`config.mk`:
```
export PLATFORM = sky130hd
export DESIGN_NAME = spi_bus_bridge
export DESIGN_NICKNAME = d
export VERILOG_FILES = /design/src/rtl/spi_bus_bridge.sv
export SDC_FILE = /design/constraint.sdc
export NUM_CORES = 1
export LEC_CHECK = 0
export ABC_CLOCK_PERIOD_IN_PS = 2350
export BUFFER_PORTS_ARGS = -buffer_cell sky130_fd_sc_hd__buf_2
export CORE_MARGIN = 5
export CORE_UTILIZATION = 47
export CTS_CLUSTER_SIZE = 8
export DETAILED_ROUTE_END_ITERATION = 8
export HOLD_SLACK_MARGIN = 0.08
export PLACE_DENSITY_LB_ADDON = 0.05
export SETUP_SLACK_MARGIN = 0.3
export SYNTH_ARGS = -nofsm -noshare
export SYNTH_HDL_FRONTEND = slang
export SYNTH_SLANG_ARGS = --single-unit
```
`constraint.sdc`:
```
create_clock -name sys_clk -period 2.35 [get_ports sys_clk]
set_input_delay 0.1175 -clock sys_clk [delete_from_list [all_inputs] [get_ports sys_clk]]
set_output_delay 0.1175 -clock sys_clk [all_outputs]
set_load 0.01 [all_outputs]
```
`src/rtl/spi_bus_bridge.sv`:
```
// SPI command decoder driving a single-outstanding byte bus.
// Commands carry address, optional burst length and write data.
module spi_bus_bridge #(
    parameter int ADDR_WIDTH = 17,
    parameter int LEN_WIDTH  = 8
) (
    input  logic                  sys_clk,
    input  logic                  reset,
    input  logic                  cs_n,
    input  logic [7:0]            rx_byte,
    input  logic                  rx_valid,
    output logic [7:0]            tx_byte,
    output logic [ADDR_WIDTH-1:0] bus_addr,
    output logic [7:0]            bus_wdata,
    input  logic [7:0]            bus_rdata,
    output logic                  bus_rw_b,
    output logic                  bus_req,
    input  logic                  bus_done,
    output logic                  xfer_done,
    output logic                  overrun,
    output logic [2:0]            state
);

    typedef enum logic [2:0] {
        S_CMD, S_ADDR_HI, S_ADDR_LO, S_LEN,
        S_WDATA, S_BUS, S_RWAIT, S_DRAIN
    } state_t;

    localparam logic [ADDR_WIDTH-1:0] ADDR_ONE = 1;
    localparam logic [LEN_WIDTH-1:0]  LEN_ONE  = 1;

    state_t                 st;
    logic                   burst;
    logic                   wr;
    logic                   aborting;
    logic [LEN_WIDTH-1:0]   remaining;
    logic [ADDR_WIDTH-1:0]  cmd_addr;

    assign state = st;

    // Upper address bits ride in the command byte when the bus is wider than 16.
    generate
        if (ADDR_WIDTH > 16) begin : g_hi
            assign cmd_addr = {rx_byte[ADDR_WIDTH-17:0], bus_addr[15:0]};
        end else begin : g_nohi
            assign cmd_addr = bus_addr;
        end
    endgenerate

    always_ff @(posedge sys_clk) begin
        if (reset) begin
            st        <= S_CMD;
            bus_req   <= 1'b0;
            bus_rw_b  <= 1'b1;
            xfer_done <= 1'b0;
            overrun   <= 1'b0;
            tx_byte   <= 8'h00;
            bus_addr  <= '0;
            bus_wdata <= 8'h00;
            remaining <= '0;
            burst     <= 1'b0;
            wr        <= 1'b0;
            aborting  <= 1'b0;
        end else begin
            xfer_done <= 1'b0;
            if (st == S_BUS) begin
                if (rx_valid && !cs_n)
                    overrun <= 1'b1;
                if (cs_n)
                    aborting <= 1'b1;
                if (bus_done) begin
                    bus_req  <= 1'b0;
                    aborting <= 1'b0;
                    if (!wr)
                        tx_byte <= bus_rdata;
                    if (aborting || cs_n) begin
                        st        <= S_CMD;
                        xfer_done <= 1'b1;
                    end else if (remaining == '0) begin
                        st        <= wr ? S_CMD : S_DRAIN;
                        xfer_done <= wr;
                    end else begin
                        remaining <= remaining - LEN_ONE;
                        bus_addr  <= bus_addr + ADDR_ONE;
                        st        <= wr ? S_WDATA : S_RWAIT;
                    end
                end
            end else if (cs_n) begin
                // A frame closing outside a bus cycle ends the command.
                xfer_done <= (st != S_CMD);
                st        <= S_CMD;
            end else if (rx_valid) begin
                unique case (st)
                    S_CMD: begin
                        burst     <= rx_byte[7];
                        wr        <= rx_byte[6];
                        bus_rw_b  <= ~rx_byte[6];
                        remaining <= '0;
                        if (rx_byte[5]) begin
                            bus_addr <= bus_addr + ADDR_ONE;
                            bus_req  <= !rx_byte[7] && !rx_byte[6];
                            st <= rx_byte[7] ? S_LEN :
                                  rx_byte[6] ? S_WDATA : S_BUS;
                        end else begin
                            bus_addr <= cmd_addr;
                            st       <= S_ADDR_HI;
                        end
                    end
                    S_ADDR_HI: begin
                        bus_addr[15:8] <= rx_byte;
                        st             <= S_ADDR_LO;
                    end
                    S_ADDR_LO: begin
                        bus_addr[7:0] <= rx_byte;
                        bus_req       <= !burst && !wr;
                        st <= burst ? S_LEN : wr ? S_WDATA : S_BUS;
                    end
                    S_LEN: begin
                        remaining <= rx_byte[LEN_WIDTH-1:0];
                        bus_req   <= !wr;
                        st        <= wr ? S_WDATA : S_BUS;
                    end
                    S_WDATA: begin
                        bus_wdata <= rx_byte;
                        bus_rw_b  <= 1'b0;
                        bus_req   <= 1'b1;
                        st        <= S_BUS;
                    end
                    S_RWAIT: begin
                        bus_req <= 1'b1;
                        st      <= S_BUS;
                    end
                    S_DRAIN: begin
                        xfer_done <= 1'b1;
                        st        <= S_CMD;
                    end
                    S_BUS: begin
                    end
                endcase
            end
        end
    end

endmodule

```
==> results.cfg, run 1 <==
[cells_and_area]
final-seq-area_sq_um = 1020
area_delta_synth_final_pct = 19.5
layout.nets = 456
multi_input_area_sq_um = 1810
fillerInstances = 628
finish.utilization_pct = 56.9
drive_above_1_share_pct = 23.3
antenna_cells = 0
final_area_sq_um = 3550

[timing]
rsz0062_at_grt = yes
relSlewSlack_pct = 63.2
finalCritPeriodShare_pct = 81.8
fin_skew_ps = 14.0
post-route-min-period_ps = 1920
slew_viol_final = 0
worst_pin_slew_ps = 552
hold_viol = 0
setup_tns_ps = 0
setup_viol = 0
max_clock_freq_mhz = 520

[synth]
synth.distinct_cells = 64
synth-edff-count = 0
synth_cells = 374
ys.flop_type = dfxtp_1
syn_nets = 397
syn_area_sq_um = 2970
ys_seq_elements = 51
synth_warnings = 0
synth_top_family_by_area = compound AO/OA/AOI/OAI gates
async_flop_share_pct = 0
synth.area.mux_share_pct = 6.49
synth_xor_area_share_pct = 1.47
synth_adder_area_share_pct = 0.843
yosysSeqAreaShare_pct = 34.4
postSynthAreaPerCell_sq_um = 7.94
synthSimpleGateAreaFrac_pct = 25.1
synth_compound_area_share_pct = 25.7

[die]
coreArea_sq_um = 6240
fp.dieH_microns = 89.5
start_util_pct = 47.6
fp.dieArea_sq_um = 8010
fp.dieW_microns = 89.5
std_cell_rows = 29
io_pins = 61

[power_and_ir_drop]
p_per_area_nw_per_um2 = 519
switching_share_pct = 31.3
p_int_w = 0.00127
totalPowerFinal_w = 0.00184
clock_power_share_pct = 29.8
p_switching_w = 0.000575
pwr-share-seq_pct = 49.3
power_frac_comb_pct = 20.9
ir_drop_uv = 289
leakage_nw = 1.48

[cts]
cts.clk_slew.worst_paths_ps = 110
cts_buffers = 5
cts.sinks = 51
clockBufferDepth = 2
clkLatencyLatePin_ps = 310
cts-root-buf = clkbuf_8
tritoncts = built
htreeDepth = 2

[global_routing]
grt_usage_pct = 21.5
grt_pass1_vias = 2751
grtUsageMet3_pct = 4.06
grtUsageMet2_pct = 33.9
grt_busiest_layer = met2
antenna_found_initial = 0
grt_start_max_net_pins = 34
overflow = 0
grt_pass1_wl_microns = 13600
use_met1_pct = 28.6

[route]
route.detailed.drc = 0
firstDrtPassIters = 4
avgRoutedWirePerCell_microns = 16.0
vias = 2951
drt_iter0_drc = 211
routed_wl_microns = 8170
ant_nets = 0
vias_per_cell = 5.77

[place]
dpl_cell_area_sq_um = 3320
hpwl_microns = 5630
port-buffer-count = 60
gp_congestion = 0.857

[worst_setup_path]
critPathKind = reg -> reg
critPathSlowestCell = or3b_1
critical-path-top-delay-family = simple AND/OR/NAND/NOR gates
worstPathBufferInverterCount = 0
worstSetupStartpointType = flip-flop
max_stage_delay_ps = 430
worstSetupEndpointType = flip-flop
worst-endpoint-arrival_ps = 2170
crit_required_ps = 2600
ff2ff_path_depth = 5
r2r_start = aborting
r2r_end = remaining[2]
r2r_setup_slack_ps = 430
path_cells = or3b_1, mux2i_4, o2111ai_4, or3b_1, a21oi_1
worstPathMaxFanout = 16
crit_path_frequent_cell = or3b_1

[min_path]
hold_path_depth = 3
hp-start = rx_byte[1]
min_delay_worst_endpoint = bus_wdata[1]
hold_path_class = in -> reg

[flow_run]
cap_violations = 0

[outcome]
outcome = finished clean
worst max-delay path by stage:
stage	startpoint	to	slack (ps)	depth (start not counted)
after floorplan	bus_addr[0]	bus_addr[16]	400	6
after global placement	bus_addr[0]	bus_addr[16]	360	6
after detailed placement	bus_addr[0]	bus_addr[16]	310	6
after CTS	aborting	remaining[2]	300	5
after global routing	state[2]	bus_addr[7]	270	6
final	aborting	remaining[2]	430	5
power by group through the flow:
stage	sequential (W)	clock (W)	combinational, W
5_1_grt	0.000912	0.000616	0.000426
4_1_cts	0.000907	0.000574	0.000375
3_3_place_gp	0.000926	0	0.000362
6_report	0.000908	0.000549	0.000385
2_1_floorplan	0.000933	0	0.000244
3_5_place_dp	0.000926	0	0.000361
area by class of cell:
cell class,count,area share (%)
clock inverter,3,0.740
sequential,51,28.8
inverter,9,0.952
multi-input combinational,285,50.9
timing repair buffer,81,13.9
clock buffer,5,1.94
tap,77,2.72
state kept, by name, summed over array words and instances (netlist names):
signal     count
aborting       1
burst          1
bus_addr      17
bus_req        1
bus_rw_b       1
bus_wdata      8
overrun        1
remaining      8
state          3
tx_byte        8
wr             1
xfer_done      1
kinds of logic (layout without fill, tap and decap cells):
kind of cell,after synthesis,after routing
simple gates,143,143
compound gates,117,117
flops,51,51
buf+inv,38,98
mux,18,18
xor+xnor,5,5
fa+ha+maj,2,2
routing by layer:
metal  up-vias  wire length (microns)
li1       1478                      -
met1      1371                   3660
met2        88                   3830
met3        14                    478
met4         0                    201
met5         -                      0
cell usage in the layout, fill, tap and decap left out, types with 5 or more instances in the layout:
cell and instances:
dlygate4sd3_1 9, mux2i_1 17, buf_2 60, inv_1 9, a211oi_1 8, o21ai_0 23, nor3_1 13, nand2_1 25
nor2_1 50, nand2b_1 7, nand3_1 9, a21oi_1 39, dfxtp_1 49, clkbuf_8 5, buf_4 11
through the flow:
stage | hold slack [ps] | std cells | setup WS, ps
CTS | 128 | 511 | 301
floorplan | 214 | 374 | 401
global placement | 350 | 494 | 358
detailed placement | 359 | 494 | 305
finish | 139 | 511 | 428
global route | 136 | 511 | 270
worst min-delay path: cells and delay by family:
kind	cells	cell delay, ps
buffers and inverters	1	150
multiplexers	1	80
AND/OR/NAND/NOR	1	70
cells in the mapped netlist, drive strengths merged (3+ instances only):
cell type  instances  share of area (%)
dfxtp             51                 34
nor2              51                6.5
a21oi             39                6.6
nand2             25                3.2
o21ai             24                4.0
mux2i             18                6.5
clkbuf            16                2.0
nor3              13                2.2
buf               12                2.6
a211oi            10                2.9
nand3             10                1.7
inv                9                1.1
nand2b             7                1.5
nor4               5                1.6
a31oi              4               0.84
nand4              4                1.3
o211ai             4                1.0
o31ai              4                1.0
o32ai              4                1.2
or3b               4                1.2
a22oi              3               0.76
nand3b             3               0.76
nor2b              3               0.63
nor3b              3               0.76
o211a              3                1.0
o21a               3               0.76
or2                3               0.63
or3                3               0.63
xnor2              3               0.89
timing repair:
action | CTS | global route
hold buffers | 9 | 0
hold endpoints to repair | 9 | 0
buffers inserted | 0 | 0
gates resized for setup | 1 | 8
pin swaps | 0 | 1
setup endpoints to repair | 1 | 22
(Power assumes the default switching activity.)
==> run 2: changes to the inputs <==
Settings changed: ABC_CLOCK_PERIOD_IN_PS 2350 to 1840.
Clock period 2.35 ns to 1.84 ns, I/O delays scaled along.
==> run 2 against run 1 <==
Routed wire length is 20% higher. Count of clock-buffer cells in the layout unchanged. Die area unchanged. Global-route usage increased by 2.7 points. Non-clock buffer count up 56. Register-to-register slack got worse by 390 ps. Sequential power grew 28%. Flip-flop and latch count unchanged. Critical path type unchanged.
==> results.cfg, run 2 (same netlist as run 1, synthesis figures left out) <==
[worst_setup_path]
worstPathMaxFanout = 6
crit_required_ps = 2090
worstSetupStartpointType = flip-flop
worst-endpoint-arrival_ps = 2050
critPathKind = reg -> reg
worstSetupEndpointType = flip-flop

[cts]
cts_buffers = 5
htreeDepth = 2
tritoncts = built
clockBufferDepth = 2
cts.sinks = 51
cts.clk_slew.worst_paths_ps = 110
cts-root-buf = clkbuf_8
clkLatencyLatePin_ps = 320

[timing]
fin_skew_ps = 12.9
hold_viol = 0
rsz0062_at_grt = yes
layout_setup_ws_ps = 35.2
max_clock_freq_mhz = 554
worst_pin_slew_ps = 610
finalCritPeriodShare_pct = 98.1
setup_tns_ps = 0
post-route-min-period_ps = 1800
slew_viol_final = 0
setup_viol = 0
relSlewSlack_pct = 59.3

[cells_and_area]
antenna_cells = 0
final_cell_mix = 60 x buf_2, 51 x buf_4, 48 x nor2_1
mostFrequentLayoutCell = buf_2
area_delta_synth_final_pct = 47.2
fillerInstances = 505
drive_above_1_share_pct = 41.8
instances_no_fill = 568
layout.nets = 513
top_register = bus_addr
largest_register_ffs = 17

[die]
fp.dieArea_sq_um = 8010
fp.dieH_microns = 89.5
coreArea_sq_um = 6240
start_util_pct = 47.6
std_cell_rows = 29
io_pins = 61
fp.dieW_microns = 89.5

[flow_run]
cap_violations = 0

[route]
vias = 3341
routed_wl_microns = 9810
vias_per_cell = 5.88
avgRoutedWirePerCell_microns = 17.3
route.detailed.drc = 0
firstDrtPassIters = 5
drt_iter0_drc = 179
ant_nets = 0

[power_and_ir_drop]
p_per_area_nw_per_um2 = 623
p_switching_w = 0.000828
leakage_nw = 1.87
switching_share_pct = 30.4
ir_drop_uv = 414
clock_power_share_pct = 30.5
power_frac_comb_pct = 26.9
pwr-share-seq_pct = 42.6
p_int_w = 0.00190

[global_routing]
grt_usage_pct = 24.1
grt_pass1_vias = 3149
overflow = 0
grt_start_max_net_pins = 29
grt_pass1_wl_microns = 15200
antenna_found_initial = 0

[place]
dp.cells = 513
gp_congestion = 0.894
pre_cts_slack_ps = -51.5
port-buffer-count = 60
hpwl_microns = 6000

[outcome]
outcome = finished clean

[min_path]
hold_path_class = in -> reg
-- run 2: cell types whose count changed in the layout (fill, tap and decap cells not counted), moves of 4 or more --
cell,previous run,this run
buf_4,11,51
dfxtp_1,49,38
a21oi_1,39,30
buf_6,0,9
a21oi_2,0,7
dfxtp_2,2,8
dfxtp_4,0,5
o21ai_0,23,19
or3b_4,0,4
-- run 2: stage by stage --
stage	hold slack (ps)	area [sq um]	total power, W	utilization (%)
6_report	106	4370	0.00272	70.0
5_1_grt	116	4370	0.00284	70.0
4_1_cts	80.5	4100	0.00265	65.6
3_5_place_dp	336	3630	0.00171	58.1
3_3_place_gp	324	3630	0.00171	58.1
2_1_floorplan	189	3120	0.00155	-
-- run 2: timing repair --
item                                    4_1_cts  5_1_grt
hold buffers                                 10        0
hold endpoints to repair                     10        0
endpoints found under the setup margin       45       46
setup buffers                                16       18
gates resized for setup                      23       36
cloned                                        3        0
pin swaps                                    23       23
-- run 2: worst paths after layout --
check,from,endpoint,slack [ps],depth (start not counted)
hold / removal,cs_n,state[1],110,4
setup / recovery,state[1],remaining[2],40,5
hold reg to reg,bus_rw_b,bus_rw_b,470,1
setup reg to reg,state[1],remaining[2],40,5
-- run 2: worst max-delay path: stages, from the launching register on --
cell	delay [ps]
dfxtp_4	370
and3b_2	300
mux2i_4	300
o2111ai_4	200
or3b_4	450
a21oi_2	110
-- run 2: cell type report --
class	count	area (sq um)	share of cell area, %
inverter	9	33.8	0.773
clock buffer	5	68.8	1.57
sequential	51	1050	24.0
multi-input combinational	286	2040	46.6
tap	77	96.3	2.20
clock inverter	3	47.5	1.09
timing repair buffer	137	1040	23.8
-- run 2: routing by layer --
| metal | global-route usage, % | routed length (microns) | vias up |
|---|---|---|---|
| li1 | - | - | 1598 |
| met1 | 33.1 | 4190 | 1585 |
| met2 | 38.4 | 4700 | 135 |
| met3 | 4.98 | 696 | 23 |
| met4 | 6.50 | 218 | 0 |
| met5 | 0 | 0 | - |
-- run 2: power groups by stage --
stage | Combinational [W] | Clock, W | Sequential, W
after detailed placement | 0.000527 | 0 | 0.00119
after floorplan | 0.000352 | 0 | 0.00120
after CTS | 0.000644 | 0.000841 | 0.00116
after global routing | 0.000791 | 0.000883 | 0.00117
final | 0.000734 | 0.000831 | 0.00116
after global placement | 0.000523 | 0 | 0.00119
==> run 3: changes to the inputs <==
Settings changed: CORE_UTILIZATION 47 to 30.
==> run 3 against run 2 <==
Count of clock-buffer cells in the layout unchanged. Die area grew 50%. Critical path depth is the same. Design area increased by 1.5%. Worst setup slack better by 45 ps. Critical path type unchanged. Largest power group unchanged. Highest routed layer unchanged.
==> results.cfg, run 3 (same netlist as run 1, synthesis figures left out) <==
[power_and_ir_drop]
power_frac_comb_pct = 27.6
p_per_area_nw_per_um2 = 575
pwr-share-seq_pct = 45.5
ir_drop_uv = 252
p_switching_w = 0.000813
leakage_nw = 1.87
p_int_w = 0.00174
switching_share_pct = 31.9
clock_power_share_pct = 26.9
totalPowerFinal_w = 0.00255

[cts]
cts_buffers = 5
tritoncts = built
cts-root-buf = clkbuf_8
cts.clk_slew.worst_paths_ps = 110
clockBufferDepth = 2
cts.sinks = 51
htreeDepth = 2
clkLatencyLatePin_ps = 320

[die]
io_pins = 61
coreArea_sq_um = 9730
fp.dieW_microns = 109
fp.dieArea_sq_um = 12000
start_util_pct = 30.5
std_cell_rows = 36
fp.dieH_microns = 109

[min_path]
hold_path_class = in -> reg

[outcome]
outcome = finished clean

[timing]
setup_viol = 0
post-route-min-period_ps = 1760
setup_tns_ps = 0
whs_ps = 132
fin_skew_ps = 11.0
rsz0062_at_grt = yes
max_clock_freq_mhz = 568
slew_viol_final = 0
worst_pin_slew_ps = 378
relSlewSlack_pct = 74.8
hold_viol = 0
finalCritPeriodShare_pct = 95.6

[cells_and_area]
antenna_cells = 0
area_delta_synth_final_pct = 49.4
largest_register_ffs = 17
top_register = bus_addr
mostFrequentLayoutCell = buf_2
drive_above_1_share_pct = 43.8
instances_no_fill = 624
layout.nets = 513
final_cell_mix = 60 x buf_2, 55 x buf_4, 47 x nor2_1
finish.utilization_pct = 45.6
fillerInstances = 999

[place]
gp_congestion = 0.765
hpwl_microns = 6920
port-buffer-count = 60
dp.cells = 581

[worst_setup_path]
critPathKind = reg -> reg
worst-endpoint-arrival_ps = 2010
worstSetupStartpointType = flip-flop
worstSetupEndpointType = flip-flop
worstPathMaxFanout = 6
r2r_setup_slack_ps = 80
crit_required_ps = 2090

[route]
ant_nets = 0
routed_wl_microns = 10200
vias_per_cell = 5.16
route.detailed.drc = 0
dr_wl_met2_microns = 4960
avgRoutedWirePerCell_microns = 16.4
met3WireLength_microns = 351
wl_met1_microns = 4680
firstDrtPassIters = 5
drt_iter0_drc = 133
vias = 3217
topRoutingLayerUsed = met4

[global_routing]
grt_pass1_vias = 3104
antenna_found_initial = 0
grt_pass1_wl_microns = 16100
grt_start_max_net_pins = 19
overflow = 0
grt_usage_pct = 17.0

[flow_run]
cap_violations = 0
-- run 3: layout make-up --
class	count	area (sq um)	area share, %
clock buffers	5	68.8	1.55
multi-input cells	285	2040	46.0
clock inverters	3	20.0	0.451
flip-flops and latches	51	1060	23.9
well taps	133	166	3.75
inverters	9	33.8	0.761
repair buffers	138	1050	23.6
-- run 3: worst max-delay path: stages, from the launching register on --
cell and delay, ps:
dfxtp_4 370, and3b_2 290, mux2i_4 300, o2111ai_4 210, or3b_1 390, a21oi_1 120
-- run 3: routing by layer --
layer  global-route usage, %  vias to the layer above
li1                        -                     1586
met1                    22.4                     1551
met2                    28.2                       66
met3                    2.82                       14
met4                    5.79                        0
met5                       0                        -
-- run 3: power by group through the flow --
stage | clock, W | combinational [W] | sequential, W
floorplan | 0 | 0.000352 | 0.00120
global placement | 0 | 0.000555 | 0.00119
detailed placement | 0 | 0.000549 | 0.00119
CTS | 0.000718 | 0.000630 | 0.00116
global route | 0.000748 | 0.000765 | 0.00117
finish | 0.000686 | 0.000703 | 0.00116
-- run 3: metrics by stage --
step	setup WS [ps]	cell area, sq um
finish	80.6	4440
global route	14.1	4440
CTS	91.7	4120
detailed placement	36.8	3770
global placement	32.8	3770
floorplan	158	3120
-- run 3: worst paths after layout --
check	from	to	cells past startpoint
worst max register to register	state[1]	remaining[2]	5
worst max-delay path	state[1]	remaining[2]	5
worst min register to register	bus_rw_b	bus_rw_b	1
worst min-delay path	rx_byte[4]	bus_wdata[4]	3
-- run 3: repair_timing --
item,4_1_cts,5_1_grt
buffers inserted,8,15
hold buffers,9,0
resized for setup,15,51
gates cloned,2,1
endpoints found under the setup margin,46,47
pin swaps,8,25
endpoints found under the hold margin,9,0
